### config.mk
export PLATFORM = sky130hd
export DESIGN_NAME = image_loader_flat
export DESIGN_NICKNAME = d
export VERILOG_FILES = /design/src/rtl/bnn_pkg.sv /design/src/rtl/image_loader_if.sv /design/src/rtl/image_loader.sv /design/src/flat_wrapper.sv
export SDC_FILE = /design/constraint.sdc
export NUM_CORES = 1
export LEC_CHECK = 0
export ABC_AREA = 0
export BUFFER_PORTS_ARGS = -buffer_cell sky130_fd_sc_hd__buf_2
export CORE_MARGIN = 8
export CORE_UTILIZATION = 40
export DETAILED_ROUTE_END_ITERATION = 8
export PLACE_DENSITY_LB_ADDON = 0.05
export SYNTH_ARGS = -nofsm -noshare
export SYNTH_HDL_FRONTEND = slang
export SYNTH_SLANG_ARGS = --single-unit
### constraint.sdc
create_clock -name clk -period 3.55 [get_ports clk]
set_clock_uncertainty 0.15 [all_clocks]
set_input_delay 0 -clock clk [delete_from_list [all_inputs] [get_ports clk]]
set_output_delay 0 -clock clk [all_outputs]
set_load 0.005 [all_outputs]
### src/rtl/bnn_pkg.sv
// Shared types and image geometry for the BNN datapath: the network FSM
// state encoding, image dimensions and the loader's internal states.
package bnn_pkg;

  typedef enum logic [2:0] {
    s_IDLE    = 3'd0,
    s_LOAD    = 3'd1,
    s_LAYER_1 = 3'd2,
    s_LAYER_2 = 3'd3,
    s_LAYER_3 = 3'd4
  } state_t;

  localparam int IMG_W   = 28;
  localparam int IMG_H   = 28;
  localparam int BUS_W   = 8;
  localparam int BUF_W   = IMG_W * IMG_H;
  localparam int N_BEATS = BUF_W / BUS_W;
  localparam int CNT_W   = $clog2(N_BEATS + 1);
  localparam int IDX_W   = $clog2(BUF_W);

  typedef enum logic [1:0] {
    L_IDLE,
    L_RECV,
    L_DONE
  } loader_state_t;

endpackage

### src/rtl/image_loader_if.sv
// Pixel load bus: beat data with a valid strobe, plus the completion level
// returned by the loader.
interface image_loader_if import bnn_pkg::*; ();

  logic [BUS_W-1:0] data_in;
  logic             data_valid;
  logic             load_done;

  modport master (output data_in, output data_valid, input load_done);
  modport slave  (input data_in, input data_valid, output load_done);

endinterface

### src/rtl/image_loader.sv
// Captures a binarised image beat by beat into a flat pixel buffer while the
// network FSM is in s_LOAD, and serves one row at a time to layer 1.
module image_loader import bnn_pkg::*; (
  input  logic                clk,
  input  logic                rst_n,
  input  state_t              state,
  image_loader_if.slave       pix,
  input  logic [4:0]          rd_row,
  output logic [IMG_W-1:0]    rd_data,
  output logic [CNT_W-1:0]    beat_cnt
);

  localparam logic [CNT_W-1:0] LAST_BEAT = CNT_W'(N_BEATS - 1);
  localparam logic [4:0]       ROW_LIM   = 5'(IMG_H);

  loader_state_t    lstate;
  logic [BUF_W-1:0] buffer;
  logic             done_q;
  logic [IDX_W-1:0] wr_idx;
  logic [IDX_W-1:0] rd_idx;

  // The entry cycle captures beat 0 even though beat_cnt is still stale.
  assign wr_idx = (lstate == L_IDLE) ? '0 : IDX_W'(beat_cnt) * IDX_W'(BUS_W);
  assign rd_idx = IDX_W'(rd_row) * IDX_W'(IMG_W);

  assign pix.load_done = done_q;

  always_ff @(posedge clk or negedge rst_n) begin
    if (!rst_n) begin
      lstate   <= L_IDLE;
      beat_cnt <= '0;
      done_q   <= 1'b0;
      buffer   <= '0;
    end else if (state != s_LOAD) begin
      lstate <= L_IDLE;
      done_q <= 1'b0;
    end else begin
      case (lstate)
        L_IDLE: begin
          lstate   <= L_RECV;
          beat_cnt <= pix.data_valid ? CNT_W'(1) : '0;
          if (pix.data_valid)
            buffer[wr_idx +: BUS_W] <= pix.data_in;
        end
        L_RECV: begin
          if (pix.data_valid) begin
            buffer[wr_idx +: BUS_W] <= pix.data_in;
            beat_cnt <= beat_cnt + 1'b1;
            if (beat_cnt == LAST_BEAT) begin
              lstate <= L_DONE;
              done_q <= 1'b1;
            end
          end
        end
        L_DONE: begin
          done_q <= 1'b1;
        end
        default: begin
          lstate <= L_IDLE;
          done_q <= 1'b0;
        end
      endcase
    end
  end

  always_comb begin
    rd_data = '0;
    if (rd_row < ROW_LIM)
      rd_data = buffer[rd_idx +: IMG_W];
  end

endmodule

### src/flat_wrapper.sv
// flat-port wrapper written by rule: the top's interface ports become plain ports
module image_loader_flat import bnn_pkg::*;
  (clk, rst_n, state, rd_row, rd_data, beat_cnt, pix_data_in, pix_data_valid, pix_load_done);
  image_loader_if pix_i ();
  input  logic clk;
  input  logic rst_n;
  input  state_t state;
  input  logic [4:0] rd_row;
  output logic [IMG_W-1:0] rd_data;
  output logic [CNT_W-1:0] beat_cnt;
  input wire logic [$bits(pix_i.data_in)-1:0] pix_data_in;
  input wire logic [$bits(pix_i.data_valid)-1:0] pix_data_valid;
  output wire logic [$bits(pix_i.load_done)-1:0] pix_load_done;
  assign pix_i.data_in = pix_data_in;
  assign pix_i.data_valid = pix_data_valid;
  assign pix_load_done = pix_i.load_done;
  image_loader u_core (.clk(clk), .rst_n(rst_n), .state(state), .pix(pix_i), .rd_row(rd_row), .rd_data(rd_data), .beat_cnt(beat_cnt));
endmodule
# Word level (Yosys, flattened, before mapping)
# Cells that the tools add are included.
# word_totals
ff_bits	794
in_bits	19
out_inout_bits	36
wordCells	42
# op_classes
add_sub_neg	2
n_mul	1
magnitude_cmp	1
n_eq_ne	9
shifts	3
n_mux	14
bitwise_logic	1
n_reduce_logical	7
# ops
operator	n
784-bit bitwise mux	1
8-bit by 12-bit variable shift with 784-bit output (first input constant)	1
784-bit by 11-bit indexed part select with 28-bit output	1
8-bit by 12-bit indexed part select with 784-bit output	1
28-bit 2-to-1 mux	1
7-bit case mux with 2 select lines	1
10-bit negation with 12-bit output	1
3-bit AND reduction	4
10-bit 2-to-1 mux	1
5-bit by 3-bit multiplier with 8-bit output (second input constant)	1
7-bit by 1-bit adder with 7-bit output (second input constant)	1
7-bit equality test (second input constant)	1
7-bit 2-to-1 mux	1
2-bit 2-to-1 mux	3
3-bit by 1-bit != test with 1-bit output (second input constant)	2
2-bit case mux with 3 select lines	1
5-bit < comparator (second input constant)	1
1-bit 2-to-1 mux	4
2-bit != test (second input constant)	2
3-bit by 2-bit != test with 1-bit output (second input constant)	1
1-bit case mux with 3 select lines	1
2-bit by 1-bit equality test with 1-bit output (second input constant)	1
2-bit equality test (second input constant)	1
2-bit logical NOT	1
other kinds (4)	4

# Depth between registers and ports, before layout
# Gate-level depths: netlist of the first run.
# depth
depth_word	5
depth_mapped	15
ltp_nobuf	10

# Worst setup path after synthesis of the first run
# OpenSTA, ideal clock, no wires.
# synth_path
path_kind	flip-flop to flip-flop
start	register u_core.lstate[0]
end	register u_core.buffer[216]
setup_ps	125
t_arrival_ps	3555
required_ps	3275
setup_slack_ps	-279
stages_incl_launch_ff	15
n_path_buf	4
period_less_slack_ps	3829
cell_sequence	dfrtp_1 -> inv_1 -> ha_1 -> clkbuf_1 -> buf_1 -> inv_1 -> nand2_1 -> ha_1 -> or4b_1 -> o211a_1 -> clkbuf_1 -> nor4_4 -> and4_1 -> buf_2 -> mux2_2
# synth_via
elab_chain_len	5
elab_cells_between_ends	9
classes_between	add/sub (1); eq/ne (1); shift (2); mux (2); reduce/logical (3)
# synth_rtl
element	line	source
start, declared	image_loader.sv:16	loader_state_t lstate;
start signal, assigned	image_loader.sv:30	lstate <= L_IDLE;
start signal, assigned	image_loader.sv:35	lstate <= L_IDLE;
start signal, assigned	image_loader.sv:40	lstate <= L_RECV;
2-bit logical NOT	image_loader.sv:23, image_loader.sv:38	
10-bit 2-to-1 mux	image_loader.sv:23	assign wr_idx = (lstate == L_IDLE) ? '0 : IDX_W'(beat_cnt) * IDX_W'(BUS_W);
10-bit negation with 12-bit output	image_loader.sv:43, image_loader.sv:47	
8-bit by 12-bit indexed part select with 784-bit output or 8-bit by 12-bit variable shift with 784-bit output (tied branches)	image_loader.sv:43, image_loader.sv:47	
784-bit bitwise mux	image_loader.sv:43, image_loader.sv:47	
end signal, assigned by index	image_loader.sv:43	buffer[wr_idx +: BUS_W] <= pix.data_in;
end signal, assigned by index	image_loader.sv:47	buffer[wr_idx +: BUS_W] <= pix.data_in;
end, declared	image_loader.sv:17	logic [BUF_W-1:0] buffer;
# Several ways; a longest one is shown, not always the timed one.
# A chain may end at the register's enable or synchronous reset.

# Worst setup path in the final report of the first run
# layout_path
start	register u_core.lstate[0]
end	register u_core.buffer[30]
# The elaborated chain is that of the path after synthesis.

==> results.md, run 1 <==
* Ports at 55
* Fill cell count at 8203
* Pin count of the biggest net entering global routing at 150
* P&R area growth vs syn at 17.2%
* Core Area at 92800 µm²
* Mux cell area share after synthesis at 37.1%
* Worst EP arrival at 3.82 ns
* GPL Wtd Cong at 0.915
* TritonCTS clock tree: built
* Worst hold path class: in -> reg
* Register bit total from synthesis at 794
* Syn_area_per_cell at 15.3 µm²
* Setup crit start kind: flip-flop
* GR Overflow Total at 0
* Multi-input logic area at 16600 µm²
* Leading area contributor after synthesis: dfrtp_1
* Most common cell after layout, fill and taps aside: dfrtp_1
* Worst Max-Slew Pin Slew at 0.989 ns
* Clk buf depth at 3
* Fin crit period at 3.44 ns
* Critical Path RT at 3.93 ns
* Post-synth ARST share at 100%
* Clock tree sinks at 794
* Total die area at 103000 µm²
* Setup slack, reg-to-reg at 0.11 ns
* Register area share after synthesis at 53.3%
* Vias in the first global route at 24800
* Share of layout cells above drive strength 1 at 54.8%
* Ranking of synthesized cells by area: dfrtp_1 (53%), mux2_2 (24%), mux4_2 (12%)
* Avg WL per Cell at 29.9 µm
* Post-synthesis cell area at 37300 µm²
* Setup ws final at 0.112 ns
* Worst Path Max Fanout at 8
* Pwr/cell area at 464 nW/µm²
* Starting DRT DRC Count at 1704
* Initial antenna violation count at 2
* Max Freq at 291 MHz
* First-pass GRT wire length at 177 mm
* CTS Buf Count at 92
* Setup TNS at 0 ns
* EDFF count, synth at 0
* Netlist cell types at 67
* Crit path kind: reg -> reg
* Row count at 112
* Total Wirelength at 117 mm
* Synth top area share at 53.3%
* Post-DP HPWL at 76.8 mm
* Main combinational cell family by area after synthesis: multiplexers
* Clock-pin transition on the worst setup and hold timing paths at 0.06 ns
* N_diodes at 0
* Via count at 22800
* Final setup violation count at 0
* R2r startpoint: u_core.lstate[0]
* FF+latch area at 19900 µm²
* Worst skew pair latency at 0.64 ns
* Status: finished, final reports clean
* Post-synthesis simple-gate area fraction at 4.24%
* Highest ir drop seen on vdd at 0.385 mV
* Die X at 321 µm
* Starting density of the core at 40.2%
* Crit. End Element: flip-flop
* Adder-Cell Fraction of Synth Area at 0.235%
* Cell chosen for the clock root: clkbuf_16
* Final count of hold timing violations at 0
* Leak Pwr at 20.9 nW
* Fin crit share at 96.8%
* DRT Pass-1 Iters at 7
* Place WS at -0.0709 ns
* Syn. warnings at 0
* Final net count at 2627
* ANT nets after route at 0
* DIE HEIGHT at 321 µm
* Max-cap violations at 0
* IO Port Bufs at 54
* Compound-cell area share of the yosys netlist at 2.68%
* Hold Crit Start: state[0]
* Total GRT Usage at 23.0%
* Via-to-Cell Ratio at 5.82
* Syn_nets at 2468
* DRC viols at 0
* Slew Limit Fails at 0
* Synth Instances at 2442
* Synth Area in XOR/XNOR at 0.165%
* Critical Path Source: u_core.lstate[0]
* H-tree depth at 3
* Ys flop type: dfrtp_1
* Slew headroom at 34.0%
* Most frequent cells in the layout: dfrtp_1 (794), mux2_2 (785), mux4_2 (196)
## registers in the layout, indices dropped and copies added (netlist names)
signal / count
u_core.beat_cnt: 7
u_core.buffer: 784
u_core.pix.load_done: 1
u_core.lstate: 2
## cell families after synthesis
logic type / count (synthesis)
AND/OR/NAND/NOR: 260
AO/OA/AOI/OAI: 127
flip-flops: 794
adder cells (fa/ha/maj): 7
XOR/XNOR: 7
multiplexers: 1038
buffers and inverters: 209
## what timing repair did
action | in CTS | in global routing
hold buffers | 16 | 0
endpoints found under the setup margin | 37 | 543
buffers inserted | 0 | 2
gates resized for setup | 5 | 22
pin swaps | 0 | 6
endpoints found under the hold margin | 1088 | 0
## cells in the mapped netlist, types with 8 or more instances
| library cell | n |
|---|---|
| nand3_1 | 30 |
| nor2_2 | 16 |
| nor2b_1 | 40 |
| buf_2 | 25 |
| a2111oi_0 | 29 |
| nand2_1 | 29 |
| and4_1 | 8 |
| buf_1 | 19 |
| inv_1 | 9 |
| nor2_1 | 55 |
| mux4_2 | 196 |
| mux2i_1 | 57 |
| and2_1 | 8 |
| clkbuf_1 | 148 |
| nand3_2 | 8 |
| mux2_2 | 785 |
| dfrtp_1 | 794 |
| a221oi_1 | 28 |
| nand4_2 | 8 |
| a21oi_1 | 33 |
## metrics by stage
stage,instances,cell area [µm²],hold slack (ns),power [mW],util [%]
finish,3924,43700,0.0546,20.3,47.1
global route,3924,43700,0.105,21.0,47.1
CTS,3922,43600,0.0218,20.6,47.0
detailed placement,3743,40200,-0.215,10.6,43.4
global placement,3743,40200,-0.215,10.6,43.4
floorplan,2442,37300,-0.446,9.88,-
## metal layers
layer	GRT usage, %	up-vias	wire [µm]
met5	0	-	0
met4	6.75	0	3570
met3	4.09	167	5500
li1	-	9531	-
met2	34.7	542	52400
met1	33.9	12600	56000
## final cells by class
class,instances,area share [%]
tap,1254,3.59
multi-input combinational,1439,38.1
clock buffer,136,6.39
timing repair buffer,264,5.52
inverter,10,0.0860
sequential,794,45.5
clock inverter,27,0.808
## report_power, final
| group | switching, mW | internal [mW] | leakage [nW] |
|---|---|---|---|
| clock network | 3.86 | 5.99 | 1.56 |
| logic | 0.909 | 0.389 | 8.29 |
| registers | 0.0270 | 9.10 | 11.1 |
## worst paths after layout
check,endpoint,depth (start not counted)
worst max register to register,u_core.buffer[30],12
min in group asynchronous,u_core.buffer[521],4
worst min register to register,u_core.buffer[413],1
worst max-delay path,u_core.buffer[30],12
max in group asynchronous,u_core.buffer[98],4
worst min-delay path,u_core.beat_cnt[1],4
## critical path, stage by stage, from the launching register on
cell	delay, ns
dfrtp_1	0.37
inv_1	0.09
ha_4	0.19
nor2b_2	0.16
inv_2	0.05
ha_1	0.24
buf_4	0.18
xor2_1	0.20
nor4_1	0.52
nand4_1	0.30
nor3_2	0.33
buf_12	0.19
mux2_2	0.34
No activity file was read; power rests on OpenSTA's default activity.
==> run 2: changes to the inputs <==
--- a/config.mk
+++ b/config.mk
@@ -7,8 +7,10 @@
 export LEC_CHECK = 0
 export ABC_AREA = 0
 export BUFFER_PORTS_ARGS = -buffer_cell sky130_fd_sc_hd__buf_2
+export CAP_MARGIN = 20
 export CORE_MARGIN = 8
 export CORE_UTILIZATION = 40
+export CTS_BUF_LIST = sky130_fd_sc_hd__clkbuf_2
 export DETAILED_ROUTE_END_ITERATION = 8
 export PLACE_DENSITY_LB_ADDON = 0.05
 export SYNTH_ARGS = -nofsm -noshare
==> run 2 against run 1 <==
Register-to-register slack worse by 0.03 ns; first-iteration DRC count is 8.7% lower; non-clock buffer count is 40 higher; global-route usage grew 0.45 points; sequential power hardly changed; cell count increased by 6.5%; largest power group is now registers; count of clock-buffer cells in the layout up 201; power shrank 16%; clock power shrank 34%; fmax shrank 0.92%; wire length rose by 1.5%.
==> results.md, run 2 (synthesis results as in run 1) <==
* Critical path's slowest cell: nor4_1
* Final net count at 2792 (+6.3%)
* Via-to-Cell Ratio at 5.70 (-2.0%)
* Clk buf depth at 3 (unchanged)
* Fin area at 43500 µm² (-0.32%)
* Top flop regs: u_core.buffer: 784 flops, u_core.beat_cnt: 7 flops, u_core.lstate: 2 flops
* Hold Crit Depth at 1 (-3)
* Hold Crit Start: u_core.buffer[543]
* Core Area at 92800 µm² (unchanged)
* Setup crit start kind: flip-flop
* Hold Crit Endpoint: u_core.buffer[543]
* R2R depth at 12 (unchanged)
* Share of layout cells above drive strength 1 at 59.9% (+5.2 points)
* Worst skew pair latency at 1.45 ns (+0.81 ns)
* Ports at 55 (unchanged)
* Clock-pin transition on the worst setup and hold timing paths at 0.09 ns (+0.03 ns)
* Pwr/cell area at 390 nW/µm² (-16%)
* Most frequent cells in the layout: dfrtp_1 (794), mux2_2 (785), clkbuf_2 (337)
* Total Wirelength at 119 mm (+1.5%)
* Fill cell count at 8434 (+2.8%)
* Critical Path RT at 4.71 ns (+0.78 ns)
* Slew Limit Fails at 0 (unchanged)
* Worst hold path class: reg -> reg
* ANT nets after route at 0 (unchanged)
* Crit. End Element: flip-flop
* Setup TNS at 0 ns (unchanged)
* Post-DP HPWL at 76.8 mm (unchanged)
* Worst Path Max Fanout at 8 (unchanged)
* Power consumption at 17.0 mW (-16%)
* Avg WL per Cell at 28.5 µm (-4.7%)
* Total GRT Usage at 23.4% (+0.45 points)
* CP peak stage delay at 0.52 ns (about the same)
* Starting DRT DRC Count at 1556 (-8.7%)
* Cell mode on critical path: inv_2
* GR Overflow Total at 0 (unchanged)
* Critical Path, Cell by Cell: inv_2 -> ha_4 -> nor2b_2 -> inv_2 -> ha_1 -> buf_4 -> xor2_1 -> nor4_1 -> nand4_1 -> nor3_2 -> buf_12 -> mux2_2
* Status: finished, final reports clean
* Clock tree sinks at 794 (unchanged)
* Worst r2r dst: u_core.buffer[30]
* Largest delay share family, worst path: simple AND/OR/NAND/NOR gates
* Multi-input logic area at 17200 µm² (+3.4%)
* CTS Buf Count at 217 (+140%)
* Row count at 112 (unchanged)
* DRC viols at 0 (unchanged)
* Fin crit period at 3.47 ns (+0.0318 ns)
* Non-filler instance count after layout at 4179 (+6.5%)
* Slew headroom at 37.4% (+3.3 points)
* Pin count of the biggest net entering global routing at 150 (unchanged)
* Setup ws final at 0.0805 ns (-0.0318 ns)
* GPL Wtd Cong at 0.915 (unchanged)
* H-tree depth at 4 (+1)
* Starting density of the core at 40.2% (unchanged)
* First-pass GRT wire length at 180 mm (+1.8%)
* Cell chosen for the clock root: clkbuf_2
* TritonCTS clock tree: built
* Setup slack, reg-to-reg at 0.08 ns (-0.03 ns)
* Total die area at 103000 µm² (unchanged)
* Number of flip-flops in the largest register at 784 (unchanged)
* Fin Hold WS at 0.356 ns (+0.301 ns)
* Final Core Density at 46.9% (-0.15 points)
* Worst EP arrival at 4.63 ns (+0.81 ns)
* WP buf/inv at 4 (unchanged)
* Highest ir drop seen on vdd at 0.248 mV (-36%)
* Post-DP Area at 40200 µm² (unchanged)
* DRT Pass-1 Iters at 5 (-2)
* Most common cell after layout, fill and taps aside: dfrtp_1
* Final setup violation count at 0 (unchanged)
* Place WS at -0.0709 ns (unchanged)
* Crit path kind: reg -> reg
* Die X at 321 µm (unchanged)
* Leak Pwr at 21.2 nW (+1.2%)
* FF+latch area at 19900 µm² (unchanged)
* Initial antenna violation count at 5 (+3)
* Final count of hold timing violations at 0 (unchanged)
* RSZ-0062 raised after global routing: yes
* R2r startpoint: u_core.lstate[1]
* Fin crit share at 97.7% (+0.90 points)
* Worst Max-Slew Pin Slew at 0.939 ns (-0.0498 ns)
* Biggest register: u_core.buffer
* IO Port Bufs at 54 (unchanged)
* Dpl cells at 3743 (unchanged)
* Via count at 23800 (+4.3%)
* Max Freq at 288 MHz (-0.92%)
* Max-cap violations at 0 (unchanged)
* DIE HEIGHT at 321 µm (unchanged)
* P&R area growth vs syn at 16.8%
* Vias in the first global route at 26000 (+4.6%)
## run 2: cell types whose count changed in the layout (fill, tap and decap cells not counted), moves of 15 or more
| cell | previous run | this run |
|---|---|---|
| a21oi_2 | 0 | 17 |
| a21oi_1 | 33 | 7 |
| a2111oi_0 | 29 | 7 |
| clkinv_1 | 0 | 25 |
| clkbuf_2 | 0 | 337 |
| dlygate4sd3_1 | 15 | 43 |
| clkinv_2 | 16 | 1 |
| clkbuf_16 | 94 | 0 |
| clkbuf_8 | 29 | 1 |
| a221oi_2 | 0 | 20 |
| a221oi_1 | 28 | 6 |
## run 2: routing by layer
metal / part of all wire [%] / up-vias / global-route usage (%)
li1: - / 9994 / -
met1: 47 / 13000 / 34.0
met2: 46 / 691 / 35.6
met3: 5.2 / 184 / 4.64
met4: 2.4 / 0 / 6.99
met5: 0 / - / 0
## run 2: worst register-to-register path, stage by stage, from the launching register on
cell	delay (ns)
dfrtp_1	0.37
inv_2	0.07
ha_4	0.18
nor2b_2	0.16
inv_2	0.05
ha_1	0.24
buf_4	0.18
xor2_1	0.19
nor4_1	0.52
nand4_1	0.30
nor3_2	0.36
buf_12	0.20
mux2_2	0.35
## run 2: where the power goes
group | leakage (nW) | switching, mW | total [mW] | internal (mW)
Clock | 1.50 | 3.89 | 6.46 | 2.56
Combinational | 8.61 | 0.948 | 1.40 | 0.455
Sequential | 11.1 | 0.0279 | 9.11 | 9.08
## run 2: worst max path at each step
stage	from	to	slack [ns]	depth (start not counted)
finish	u_core.lstate[1]	u_core.buffer[30]	0.08	12
floorplan	u_core.lstate[0]	u_core.buffer[552]	0.01	12
detailed placement	u_core.lstate[1]	u_core.buffer[753]	-0.07	12
global placement	u_core.lstate[1]	u_core.buffer[756]	-0.06	12
CTS	u_core.buffer[111]	rd_data[27]	-0.19	5
global route	u_core.buffer[734]	rd_data[6]	-0.19	7
## run 2: final cells by class
| class | instances | share of cell area [%] |
|---|---|---|
| clock inverter | 37 | 0.428 |
| clock buffer | 337 | 3.87 |
| sequential | 794 | 45.6 |
| timing repair buffer | 304 | 6.80 |
| multi-input combinational | 1439 | 39.5 |
| tap | 1254 | 3.60 |
| inverter | 10 | 0.0862 |
| antenna | 4 | 0.0230 |
## run 2: what timing repair did
| action | 4_1_cts | 5_1_grt |
|---|---|---|
| resized for setup | 107 | 48 |
| hold buffers | 52 | 0 |
| pin swaps | 12 | 11 |
| endpoints found under the setup margin | 102 | 545 |
| setup buffers | 3 | 3 |
| cloned | 0 | 0 |
| endpoints found under the hold margin | 1588 | 0 |
==> run 3: changes to the inputs <==
--- a/config.mk
+++ b/config.mk
@@ -6,12 +6,15 @@
 export NUM_CORES = 1
 export LEC_CHECK = 0
 export ABC_AREA = 0
+export ABC_CLOCK_PERIOD_IN_PS = 3550
 export BUFFER_PORTS_ARGS = -buffer_cell sky130_fd_sc_hd__buf_2
 export CAP_MARGIN = 20
+export CORE_ASPECT_RATIO = 0.75
 export CORE_MARGIN = 8
 export CORE_UTILIZATION = 40
 export CTS_BUF_LIST = sky130_fd_sc_hd__clkbuf_2
 export DETAILED_ROUTE_END_ITERATION = 8
+export MAX_ROUTING_LAYER = met4
 export PLACE_DENSITY_LB_ADDON = 0.05
 export SYNTH_ARGS = -nofsm -noshare
 export SYNTH_HDL_FRONTEND = slang
==> run 3 against run 2 <==
The flow now finishes with violations (setup timing); largest cell class unchanged; setup slack worse by 0.086 ns; power down 1.0%; worst hold slack better by 0.00054 ns; die area about the same; critical endpoint is now rd_data[13]; cell count down 0.55%; register-to-register slack better by 0.07 ns; highest routed layer unchanged; count of clock-buffer cells in the layout down 33; sequential share of layout area about the same.
==> results.md, run 3 (synthesis results as in run 1) <==
* Fin crit share at 100% (+2.4 points)
* Setup TNS at -0.00557 ns (-0.00557 ns)
* Most common cell after layout, fill and taps aside: dfrtp_1
* Ports at 55 (unchanged)
* Failing checks: setup timing
* Die X at 368 µm (+15%)
* Routed wl met3 at 6.83 mm (+11%)
* Total GRT Usage at 23.6% (+0.12 points)
* First-pass GRT wire length at 176 mm (-2.1%)
* DRT Pass-1 Iters at 5 (unchanged)
* Leak Pwr at 21.1 nW (-0.29%)
* Slew headroom at 26.9% (-10 points)
* Worst Path Max Fanout at 2 (-6)
* Number of flip-flops in the largest register at 784 (unchanged)
* Top flop regs: u_core.buffer: 784 flops, u_core.beat_cnt: 7 flops, u_core.lstate: 2 flops
* WP buf/inv at 1 (-3)
* Cell chosen for the clock root: clkbuf_2
* P&R area growth vs syn at 16.8% (about the same)
* Max-cap violations at 0 (unchanged)
* Wl on met1 at 57.3 mm (+2.7%)
* GR Overflow Total at 0 (unchanged)
* Critical path's slowest cell: a2111oi_2
* Clk buf depth at 3 (unchanged)
* Slew Limit Fails at 0 (unchanged)
* Starting DRT DRC Count at 1649 (+6.0%)
* TritonCTS clock tree: built
* Vias in the first global route at 25400 (-2.2%)
* Place WS at -0.128 ns (-0.0568 ns)
* IO Port Bufs at 54 (unchanged)
* Most frequent cells in the layout: dfrtp_1 (794), mux2_2 (785), clkbuf_2 (304)
* Top sig layer: met4
* Avg WL per Cell at 28.3 µm (-0.82%)
* Initial antenna violation count at 5 (unchanged)
* Clock-pin transition on the worst setup and hold timing paths at 0.11 ns (+0.02 ns)
* Row count at 97 (-13%)
* RSZ-0062 raised after global routing: yes
* DRC viols at 0 (unchanged)
* CTS Buf Count at 201 (-7.4%)
* Worst EP arrival at 3.41 ns (-1.22 ns)
* Share of layout cells above drive strength 1 at 59.5% (-0.42 points)
* Clock tree sinks at 794 (unchanged)
* Biggest register: u_core.buffer
* Worst skew pair latency at 1.51 ns (+0.06 ns)
* Final count of hold timing violations at 0 (unchanged)
* CP peak stage delay at 0.51 ns (about the same)
* Via-to-Cell Ratio at 5.74 (+0.59%)
* DIE HEIGHT at 280 µm (-13%)
* Starting density of the core at 40.1% (about the same)
* Final setup violation count at 1 (+1)
* Critical Path, Cell by Cell: mux4_2 -> nor2b_1 -> a2111oi_2 -> a221oi_1 -> buf_2
* Pin count of the biggest net entering global routing at 137 (-8.7%)
* Via count at 23800 (+0.038%)
* Setup crit start kind: flip-flop
* Total die area at 103000 µm² (about the same)
* Max Freq at 281 MHz (-2.4%)
* Core Area at 92800 µm² (about the same)
* H-tree depth at 4 (unchanged)
* Pwr/cell area at 386 nW/µm² (-1.0%)
* Largest delay share family, worst path: compound AO/OA/AOI/OAI gates
* Critical Path RT at 3.40 ns (-1.31 ns)
* Highest ir drop seen on vdd at 0.290 mV (+17%)
* DR WL met2 at 50.7 mm (-6.6%)
* Crit. End Element: output pin
* Final net count at 2797 (+0.18%)
* Worst Max-Slew Pin Slew at 1.09 ns (+0.152 ns)
* Status: finished, violations left
* Fin crit period at 3.56 ns (+0.0861 ns)
* GPL Wtd Cong at 0.883 (-3.5%)
* ANT nets after route at 0 (unchanged)
* Setup ws final at -0.00557 ns (-0.0861 ns)
* Total Wirelength at 118 mm (-1.4%)
* Crit path kind: reg -> out
* Worst hold path class: reg -> reg
* Post-DP HPWL at 76.3 mm (-0.61%)
## run 3: cell types whose count changed in the layout (fill, tap and decap cells not counted), moves of 7 or more
cell	delta
a2111oi_1	-9
a2111oi_2	+9
a21oi_4	-7
a221oi_1	+10
a221oi_2	-10
buf_4	+26
clkbuf_2	-33
diode_2	+7
nor2_1	+8
nor2_2	-10
## run 3: final timing paths
kind	slack, ns	from	end	depth (start not counted)
worst max-delay path	-0.006	u_core.buffer[13]	rd_data[13]	5
worst min-delay path	0.36	u_core.buffer[516]	u_core.buffer[516]	1
worst max register to register	0.15	u_core.lstate[0]	u_core.buffer[500]	12
worst min register to register	0.36	u_core.buffer[516]	u_core.buffer[516]	1
max in group asynchronous	1.45	rst_n	u_core.buffer[472]	7
min in group asynchronous	0.60	rst_n	u_core.buffer[740]	6
## run 3: timing repair
| item | CTS | global route |
|---|---|---|
| hold buffers | 52 | 0 |
| gates resized for setup | 128 | 17 |
| endpoints found under the hold margin | 1588 | 0 |
| setup endpoints to repair | 142 | 637 |
| pin swaps | 29 | 11 |
| setup buffers | 5 | 5 |
## run 3: layout make-up
type / count / area [µm²]
well taps: 1237 / 1550
clock buffers: 304 / 1520
repair buffers: 325 / 3070
flip-flops and latches: 794 / 19900
inverters: 10 / 37.5
diodes: 11 / 27.5
fillers: 8314 / 49300
clock inverters: 36 / 238
multi-input cells: 1439 / 17200
## run 3: through the flow
step,power [mW],cells,hold slack [ns],util [%],instance area (µm²)
finish,16.8,4156,0.356,46.9,43500
CTS,17.1,4139,0.0952,46.7,43400
global placement,10.6,3742,-0.160,43.4,40300
floorplan,9.88,2442,-0.446,-,37300
detailed placement,10.6,3742,-0.162,43.4,40300
global route,17.7,4154,0.242,46.9,43500
## run 3: routing by layer
layer,vias up,GRT usage (%)
met1,13000,34.2
li1,10000,-
met3,178,5.03
met2,678,32.9
met5,-,-
met4,0,7.41
## run 3: power breakdown
| part | switching (mW) | internal, mW | total [mW] |
|---|---|---|---|
| Sequential | 0.0269 | 9.08 | 9.11 |
| Clock | 3.82 | 2.47 | 6.28 |
| Combinational | 0.942 | 0.459 | 1.40 |
| Total | 4.79 | 12.0 | 16.8 |
